==> config.mk <==
export PLATFORM = sky130hd
export DESIGN_NAME = load_store_unit
export DESIGN_NICKNAME = d
export VERILOG_FILES = /design/src/rtl/lsu_pkg.sv /design/src/rtl/lsu_load_align.sv /design/src/rtl/load_store_unit.sv
export SDC_FILE = /design/constraint.sdc
export NUM_CORES = 1
export LEC_CHECK = 0
export BUFFER_PORTS_ARGS = -buffer_cell sky130_fd_sc_hd__buf_4
export CORE_MARGIN = 1
export CORE_UTILIZATION = 51
export DETAILED_ROUTE_END_ITERATION = 12
export GPL_ROUTABILITY_DRIVEN = 0
export HOLD_SLACK_MARGIN = 0.08
export PLACE_DENSITY_LB_ADDON = 0.05
export SYNTH_ARGS = -nofsm -noshare
export SYNTH_HDL_FRONTEND = slang
export SYNTH_SLANG_ARGS = --single-unit
==> constraint.sdc <==
create_clock -name clk -period 5.7 [get_ports clk]
set_input_delay 0.855 -clock clk [delete_from_list [all_inputs] [get_ports clk]]
set_output_delay 0.855 -clock clk [all_outputs]
set_load 0.01 [all_outputs]
==> src/rtl/lsu_pkg.sv <==
`default_nettype none
// ============================================================================
//  Module   : lsu_pkg
//  Purpose  : Shared state encoding, RV32I funct3 codes and the access
//             legality check for the load/store unit.
//  Revision : 1.0  initial release
// ============================================================================
package lsu_pkg;

    typedef enum logic [1:0] {
        IDLE = 2'd0,
        BUSY = 2'd1,
        DONE = 2'd2
    } lsuState_t;

    localparam logic [2:0] F3_B  = 3'b000;
    localparam logic [2:0] F3_H  = 3'b001;
    localparam logic [2:0] F3_W  = 3'b010;
    localparam logic [2:0] F3_BU = 3'b100;
    localparam logic [2:0] F3_HU = 3'b101;

    // Unsigned variants only exist for loads; stores accept B/H/W only.
    function automatic logic accessLegal(input logic isStore,
                                         input logic [2:0] funct3,
                                         input logic [1:0] addrLo);
        logic ok;
        ok = 1'b0;
        case (funct3)
            F3_B:    ok = 1'b1;
            F3_H:    ok = !addrLo[0];
            F3_W:    ok = (addrLo == 2'b00);
            F3_BU:   ok = !isStore;
            F3_HU:   ok = !isStore && !addrLo[0];
            default: ok = 1'b0;
        endcase
        return ok;
    endfunction

endpackage
`default_nettype wire

==> src/rtl/lsu_load_align.sv <==
`default_nettype none
// ============================================================================
//  Module   : lsu_load_align
//  Purpose  : Selects the addressed byte/half lane of a bus read word and
//             sign- or zero-extends it according to funct3.
//  Revision : 1.0  initial release
// ============================================================================
module lsu_load_align
    import lsu_pkg::*;
(
    input  logic [2:0]  funct3,
    input  logic [1:0]  addrLo,
    input  logic [31:0] rdata,
    output logic [31:0] loadData
);

    logic [7:0]  w_byte;
    logic [15:0] w_half;

    always_comb begin
        w_byte = rdata[7:0];
        case (addrLo)
            2'd0:    w_byte = rdata[7:0];
            2'd1:    w_byte = rdata[15:8];
            2'd2:    w_byte = rdata[23:16];
            default: w_byte = rdata[31:24];
        endcase
        w_half = addrLo[1] ? rdata[31:16] : rdata[15:0];
    end

    always_comb begin
        loadData = '0;
        case (funct3)
            F3_B:    loadData = {{24{w_byte[7]}}, w_byte};
            F3_H:    loadData = {{16{w_half[15]}}, w_half};
            F3_W:    loadData = rdata;
            F3_BU:   loadData = {24'd0, w_byte};
            F3_HU:   loadData = {16'd0, w_half};
            default: loadData = '0;
        endcase
    end

endmodule
`default_nettype wire

==> src/rtl/load_store_unit.sv <==
`default_nettype none
// ============================================================================
//  Module   : load_store_unit
//  Purpose  : MEM-stage load/store unit driving a valid/ack data bus.
//             Define LSU_TIMEOUT_EN to abort BUSY after TIMEOUT_CYCLES.
//  Revision : 1.0  initial release
// ============================================================================
module load_store_unit
    import lsu_pkg::*;
#(
    parameter int XLEN = 32
`ifdef LSU_TIMEOUT_EN
    ,
    parameter int TIMEOUT_CYCLES = 255
`endif
) (
    input  logic            clk,
    input  logic            reset,
    input  logic            MemReadM,
    input  logic            MemWriteM,
    input  logic [2:0]      Funct3M,
    input  logic [XLEN-1:0] ALUResultM,
    input  logic [XLEN-1:0] WriteDataM,
    output logic [XLEN-1:0] ReadDataM,
    output logic            StallM,
    output logic            LsuErrM,
    output logic            bus_req,
    output logic            bus_we,
    output logic [XLEN-1:0] bus_addr,
    output logic [3:0]      bus_be,
    output logic [XLEN-1:0] bus_wdata,
    input  logic            bus_ack,
    input  logic [XLEN-1:0] bus_rdata
);

    lsuState_t       r_state, w_nextState;
    logic [2:0]      r_funct3;
    logic [1:0]      r_addrLo;
    logic [XLEN-1:0] r_rdata;
    logic [XLEN-1:0] w_loadData;
    logic            w_access, w_legal, w_start, w_timeout, w_toErr;
    logic [3:0]      w_be;
    logic [XLEN-1:0] w_wdata;

    lsu_load_align u_align (
        .funct3   (r_funct3),
        .addrLo   (r_addrLo),
        .rdata    (bus_rdata),
        .loadData (w_loadData)
    );

    // A simultaneous read+write is handled as a store.
    assign w_access = MemReadM | MemWriteM;
    assign w_legal  = accessLegal(MemWriteM, Funct3M, ALUResultM[1:0]);
    assign w_start  = (r_state == IDLE) && w_access && w_legal;

    always_comb begin
        w_be    = 4'b1111;
        w_wdata = WriteDataM;
        case (Funct3M[1:0])
            2'b00: begin
                w_be    = 4'b0001 << ALUResultM[1:0];
                w_wdata = {4{WriteDataM[7:0]}};
            end
            2'b01: begin
                w_be    = ALUResultM[1] ? 4'b1100 : 4'b0011;
                w_wdata = {2{WriteDataM[15:0]}};
            end
            default: begin
                w_be    = 4'b1111;
                w_wdata = WriteDataM;
            end
        endcase
    end

`ifdef LSU_TIMEOUT_EN
    localparam logic [7:0] c_TO_LAST = 8'(TIMEOUT_CYCLES - 1);
    logic [7:0] r_count;
    logic       r_toErr;

    always_ff @(posedge clk) begin
        if (reset) begin
            r_count <= '0;
            r_toErr <= 1'b0;
        end else begin
            r_count <= (r_state == BUSY) ? r_count + 8'd1 : 8'd0;
            r_toErr <= w_timeout;
        end
    end

    assign w_timeout = (r_state == BUSY) && !bus_ack && (r_count == c_TO_LAST);
    assign w_toErr   = r_toErr;
`else
    assign w_timeout = 1'b0;
    assign w_toErr   = 1'b0;
`endif

    always_comb begin
        w_nextState = r_state;
        case (r_state)
            IDLE:    if (w_start) w_nextState = BUSY;
            BUSY:    if (bus_ack || w_timeout) w_nextState = DONE;
            DONE:    w_nextState = IDLE;
            default: w_nextState = IDLE;
        endcase
    end

    always_ff @(posedge clk) begin
        if (reset) begin
            r_state   <= IDLE;
            bus_req   <= 1'b0;
            bus_we    <= 1'b0;
            bus_addr  <= '0;
            bus_be    <= '0;
            bus_wdata <= '0;
            r_funct3  <= '0;
            r_addrLo  <= '0;
            r_rdata   <= '0;
        end else begin
            r_state <= w_nextState;
            if (w_start) begin
                bus_req   <= 1'b1;
                bus_we    <= MemWriteM;
                bus_addr  <= {ALUResultM[XLEN-1:2], 2'b00};
                bus_be    <= w_be;
                bus_wdata <= w_wdata;
                r_funct3  <= Funct3M;
                r_addrLo  <= ALUResultM[1:0];
            end else if (r_state == BUSY && (bus_ack || w_timeout)) begin
                bus_req <= 1'b0;
                r_rdata <= (bus_ack && !bus_we) ? w_loadData : '0;
            end
        end
    end

    // Load data is presented only while the instruction is retiring from MEM.
    assign ReadDataM = (r_state == DONE) ? r_rdata : '0;
    assign StallM    = w_start || (r_state == BUSY);
    assign LsuErrM   = ((r_state == IDLE) && w_access && !w_legal) || w_toErr;

endmodule
`default_nettype wire

* After elaboration in Yosys (flattened, before gate mapping) *
Index checks and enable logic that the tools add are counted.

storage, ports and cells
  register bits after elaboration = 107
  input bits = 104
  output and inout bits = 104
  logic and storage cells = 61

operators by class
  equal/unequal tests = 15
  shift-type cells = 1
  muxes and demuxes = 14
  bitwise logic cells = 2
  reductions and logical operators = 20

operator list
  kind                   count
  $pmux W32 S5           1
  $mux W32               2
  $pmux W32 S2           1
  $pmux W8 S3            1
  $mux W16               1
  $eq A3 B3 Y1 const B   4
  $logic_not A2 Y1       4
  $pmux W4 S2            1
  $eq A2 B1 Y1 const B   3
  $eq A3 B1 Y1 const B   2
  $eq A3 B2 Y1 const B   2
  $logic_and A1 B1 Y1    6
  $logic_not A3 Y1       2
  $pmux W1 S5            1
  $eq A2 B2 Y1 const B   2
  $logic_not A1 Y1       4
  $mux W2                2
  $mux W4                1
  $ne A2 B2 Y1 const B   2
  $pmux W2 S2            1
  $reduce_and A2 Y1      2
  $shl A1 B2 Y4 const A  1
  $mux W1                2
  $reduce_bool A2 Y1     1
  other kinds (3)        3

* Logic depth before layout (Yosys ltp) *
  word-level depth = 6
  mapped depth = 8
  mapped depth without buffers = 4

* Modules after synthesis *
From an unflattened synthesis, not the netlist that was laid out.

second synthesis, totals
  cell total of the unflattened synthesis = 680
  area total of the unflattened synthesis = 5388.9 µm²

by module, submodules not included
  module           times used  cells an instance  area an instance (µm²)  sequential area each (µm²)
  load_store_unit  1           547                4344.2                  2142.1
  lsu_load_align   1           133                1044.8                  0.0

* Worst setup path before layout *
OpenSTA, ideal clock, no wires.

  path kind = input -> output
  start point = input ALUResultM[0]
  end point = output StallM
  data arrival time = 2.450 ns
  required time = 4.845 ns
  path slack = 2.395 ns
  stages = 5
  path buffers = 2
  cell sequence = or4_1 -> a2111o_1 -> clkbuf_1 -> clkbuf_1 -> o21ai_0

between the ends
  longest elaborated chain between the ends = 5
  elaborated cells on any way between the ends = 6
  classes of those cells = mux (1); reduce/logical (5)

RTL lines
  what                   line                          RTL
  start: declaration     load_store_unit.sv:22         input logic [XLEN-1:0] ALUResultM,
  $logic_not A1 Y1       lsu_pkg.sv:30, lsu_pkg.sv:33
  $logic_and A1 B1 Y1    lsu_pkg.sv:33                 F3_HU: ok = !isStore && !addrLo[0];
  $pmux W1 S5 *          lsu_pkg.sv:28                 case (funct3)
  $logic_and A1 B1 Y1 *  load_store_unit.sv:55         assign w_start = (r_state == IDLE) && w_access && w_legal;
  $logic_or A1 B1 Y1 *   load_store_unit.sv:138        assign StallM = w_start || (r_state == BUSY);
  end: declaration       load_store_unit.sv:25         output logic StallM,

Mark *: on every way between the ends. The rest lies on a longest branch, timed or not.

* Worst setup path in the final report *
  start point = input Funct3M[0]
  end point = output StallM

between the ends
  longest elaborated chain between the ends = 4
  elaborated cells on any way between the ends = 8
  classes of those cells = eq/ne (4); mux (1); reduce/logical (3)

RTL lines
  what                                        line                    RTL
  start: declaration                          load_store_unit.sv:21   input logic [2:0] Funct3M,
  $eq A3 B3 Y1, or another cell as far along  lsu_pkg.sv:28
  $pmux W1 S5 *                               lsu_pkg.sv:28
  $logic_and A1 B1 Y1 *                       load_store_unit.sv:55
  $logic_or A1 B1 Y1 *                        load_store_unit.sv:138

Marks and branches as above.

==> summary.txt <==
Run
  – Maximum Capacitance Violations: 0

Pwr
  – Design internal power: 1.131 mW
  – Proportion of total power due to net switching: ~30%
  – Switching power: 471.3 µW
  – Share of power burned in combinational logic: 21.3%
  – Peak supply drop: 130.0 µV
  – Power density over the cells: 245.3 nW/µm²
  – Clk network pwr share: a little over a quarter
  – Cell leakage power: 2.785 nW
  – Part of the total power dissipated in sequential elements: between 50% and 60%

Final layout
  – Number of nets at the end of the flow: around 860
  – Area grow syn2layout: 34.90%
  – Area used by sequential logic in the layout: 2142 µm²
  – Fin area: 6529 µm²
  – Number of fill cells in the layout: between 700 and 800
  – Share of cells above drive strength 1: between 30% and 40%
  – Ant diodes: 0
  – Area of the multi-input gates: 2479 µm²
  – Fraction of the core area covered by cells at the end of the flow: 70.99%

Routing
  – Total wire length after detailed routing: 13.81 mm
  – Remaining routing DRC violations: 0
  – Number of detailed-routing iterations run before antenna repair: 9
  – Via total after detailed routing: 4909
  – DRT iter0 DRCs: ~370
  – Post-DR vias/cell: 5.636
  – Number of routed nets with antenna violations: 0
  – Wirelength per Cell: ~16 µm

Clock tree
  – Postcts setup bufs: 0
  – CTS Hold Buffers Added: 0
  – Number of buffers inserted during clock tree synthesis: 9
  – Post-cts repair resize count: 0
  – Clock net sink count: 107
  – Source-to-sink clock delay at the later pin of the worst-skew pair: 370 ps
  – Maximum buffer depth of the clock tree: 2
  – Clock tree from TritonCTS: built
  – Clock tree root driver cell: sky130_fd_sc_hd__clkbuf_8
  – Clock transition time at the flip-flop clock pins of the worst setup and hold paths: roughly 90 ps
  – CTS H-tree depth: 3

Global route
  – Number of antenna violations at the first check in global routing: 0
  – Wire length of the first global-routing pass: between 20 and 25 mm
  – Number of global-route vias before repair: 4549
  – Overflow left after global routing: 0
  – All-layer global routing usage: 28.16%
  – Largest net degree at the start of global routing: 85

Setup path
  – Type of the worst setup path: in -> out
  – Max stage delay cell, worst path: sky130_fd_sc_hd__a2111o_2
  – Crit Reg-Reg Endpoint: r_rdata[14]
  – Depth of the worst register-to-register path: 4
  – Data required, critical path: 4850 ps
  – Startpoint of the worst-slack reg-to-reg timing path: r_state[0]
  – Type of element capturing the critical path: output port
  – Worst Path Arrival: roughly 3000 ps
  – Most prevalent standard cell on the critical path: sky130_fd_sc_hd__buf_4
  – Delay contributed by the slowest stage of the critical path: 900 ps
  – Setup crit start: Funct3M[0]
  – Type of element launching the critical path: input pin
  – Crit Path Max Fanout: 56
  – Cells traversed along the worst timing path: buf_4, or4_1, a2111o_2, o21ai_0, buf_4
  – Register-to-Register Setup Slack: between 3000 and 4000 ps

Logic synthesis
  – EDFF count, synth: 0
  – Sequential-to-total area share from yosys stat: 44.26%
  – Proportion of register bits with asynchronous set or reset after synthesis: 0%
  – Unique masters post-synth: 42
  – Syn Std Cell Area: 4840 µm²
  – Per-instance average area after synthesis: between 8 and 9 µm²
  – Gate count after technology mapping: 588
  – Total number of yosys warnings: 0
  – Number of storage elements in the synthesis netlist: 107
  – Synth Flop Type: sky130_fd_sc_hd__dfxtp_1

Timing
  – Number of endpoints with negative hold slack in the final report: 0
  – Pin slew with the least headroom to its limit: 1173 ps
  – Number of max-slew violations in the final report: 0
  – Final Skew: 13.98 ps
  – Achievable Freq: 0.2622 GHz
  – Final number of setup-violating endpoints: 0
  – Unrepaired setup endpoints after global routing: false
  – Slew headroom: a little over a fifth
  – Min Clock Period, post-route: between 3000 and 4000 ps
  – Setup Total Neg Slack: 0 ps
  – Final worst path period share: 66.92%

Floorplanning
  – Die outline area: 9883 µm²
  – Die Span X: about 100 µm
  – Ports: 208
  – Die Ht: 99.42 µm
  – Core Rows: 35
  – Floorplan Core Area: 9196 µm²
  – Starting density of the core: 52.63%

Outcome
  – Outcome: finished, final reports clean

Min path
  – Hold Crit Class: reg -> reg
  – Hold Path Sink: r_rdata[6]
  – Hold Path Stages: 2
  – Min-Delay Startpoint: r_rdata[6]

Place
  – Port Buffers: 205
  – Post-DP Area: approximately 6300 µm²
  – HPWL after detailed placement: 9.827 mm
==> sequential cells by signal (all words and copies together), names as in the netlist <==
name,flops
bus_be,4
bus_req,1
r_addrLo,2
r_rdata,32
r_state,2
r_funct3,3
bus_wdata,32
bus_we,1
bus_addr,30
==> synth_stat cells (all sizes together), types with 2 or more instances <==
cell type  number  area, µm²
clkbuf         43      161.4
nor2           27      101.4
mux4            7      157.7
mux2i          18      180.2
o21ai          37      185.2
dfxtp         107       2142
and2           33      206.5
mux2            5      56.30
nor2b           4      25.02
o211ai          8      60.06
a21oi          55      275.3
nor4bb          2      20.02
nand2b          2      12.51
inv             3      11.26
nand2         151      566.8
a221oi         14      122.6
buf            11      52.54
a22oi          16      120.1
a211oi         11      82.58
a222oi          6      60.06
a311oi         10      87.58
==> cells in the final DEF, fill, tap and decap left out, types with 3 or more instances in the layout <==
cell type                  Yosys  routed
sky130_fd_sc_hd__a22oi_1      16      16
sky130_fd_sc_hd__o21ai_1       4       4
sky130_fd_sc_hd__clkbuf_8      0      10
sky130_fd_sc_hd__o21ai_0      33      33
sky130_fd_sc_hd__a221oi_1     14      14
sky130_fd_sc_hd__and2_1       33      33
sky130_fd_sc_hd__o211ai_1      8       8
sky130_fd_sc_hd__dfxtp_1     107     107
sky130_fd_sc_hd__nor2b_1       4       4
sky130_fd_sc_hd__buf_4         2     209
sky130_fd_sc_hd__a311oi_1     10      10
sky130_fd_sc_hd__a211oi_1     11      11
sky130_fd_sc_hd__inv_1         3       3
sky130_fd_sc_hd__mux4_2        7       7
sky130_fd_sc_hd__a21oi_1      55      55
sky130_fd_sc_hd__mux2_2        5       5
sky130_fd_sc_hd__nand2_1     151     151
sky130_fd_sc_hd__nor2_1       27      27
sky130_fd_sc_hd__mux2i_1      18      18
sky130_fd_sc_hd__a222oi_1      6       6
==> worst max-delay path by stage <==
stage | to | slack, ps | cells past startpoint
2_1_floorplan | StallM | 2400 | 5
3_3_place_gp | StallM | 1950 | 5
3_5_place_dp | StallM | 1890 | 5
4_1_cts | StallM | 1870 | 5
5_1_grt | StallM | 1770 | 5
6_report | StallM | 1890 | 5
==> power by group through the flow <==
stage / sequential, mW / combinational [mW] / clock, mW
detailed placement: 0.839 / 0.338 / 0
CTS: 0.822 / 0.339 / 0.450
finish: 0.822 / 0.341 / 0.439
global route: 0.828 / 0.373 / 0.485
global placement: 0.836 / 0.331 / 0
floorplan: 0.845 / 0.173 / 0
==> area by class of cell <==
type,instances,area share [%]
multi-input combinational,424,37.96
timing repair buffer,209,24.03
inverter,4,0.2300
clock inverter,6,0.7282
sequential,107,32.81
clock buffer,10,2.108
tap,111,2.127
==> worst max-delay path, delay by kind of cell <==
family | cells | cell delay (ps)
buffers and inverters | 2 | 340
AO/OA/AOI/OAI | 2 | 1130
AND/OR/NAND/NOR | 1 | 610
==> routing by layer <==
metal | global-route usage, % | share of wire [%]
met1 | 39.05 | 44
met2 | 42.15 | 45
met3 | 6.044 | 8.2
met4 | 12.56 | 2.5
met5 | 0 | 0
==> stage by stage <==
stage | hold WS [ps] | cells | power (mW) | setup WS, ps
floorplan | 416.7 | 589 | 1.019 | 2395
global placement | 429.0 | 855 | 1.167 | 1948
detailed placement | 437.3 | 855 | 1.177 | 1891
CTS | 459.2 | 871 | 1.610 | 1874
global route | 480.7 | 871 | 1.687 | 1771
finish | 455.1 | 871 | 1.602 | 1885
==> kinds of logic (layout without fill, tap and decap cells) <==
kind of cell	after synthesis	after routing	share of synthesized area, %
buf+inv	58	229	4.731
simple gates	228	228	20.58
other cells	1	2	0.07749
flops	107	107	44.26
mux	30	30	8.144
compound gates	164	164	22.21
No activity file was read; power rests on OpenSTA's default activity.
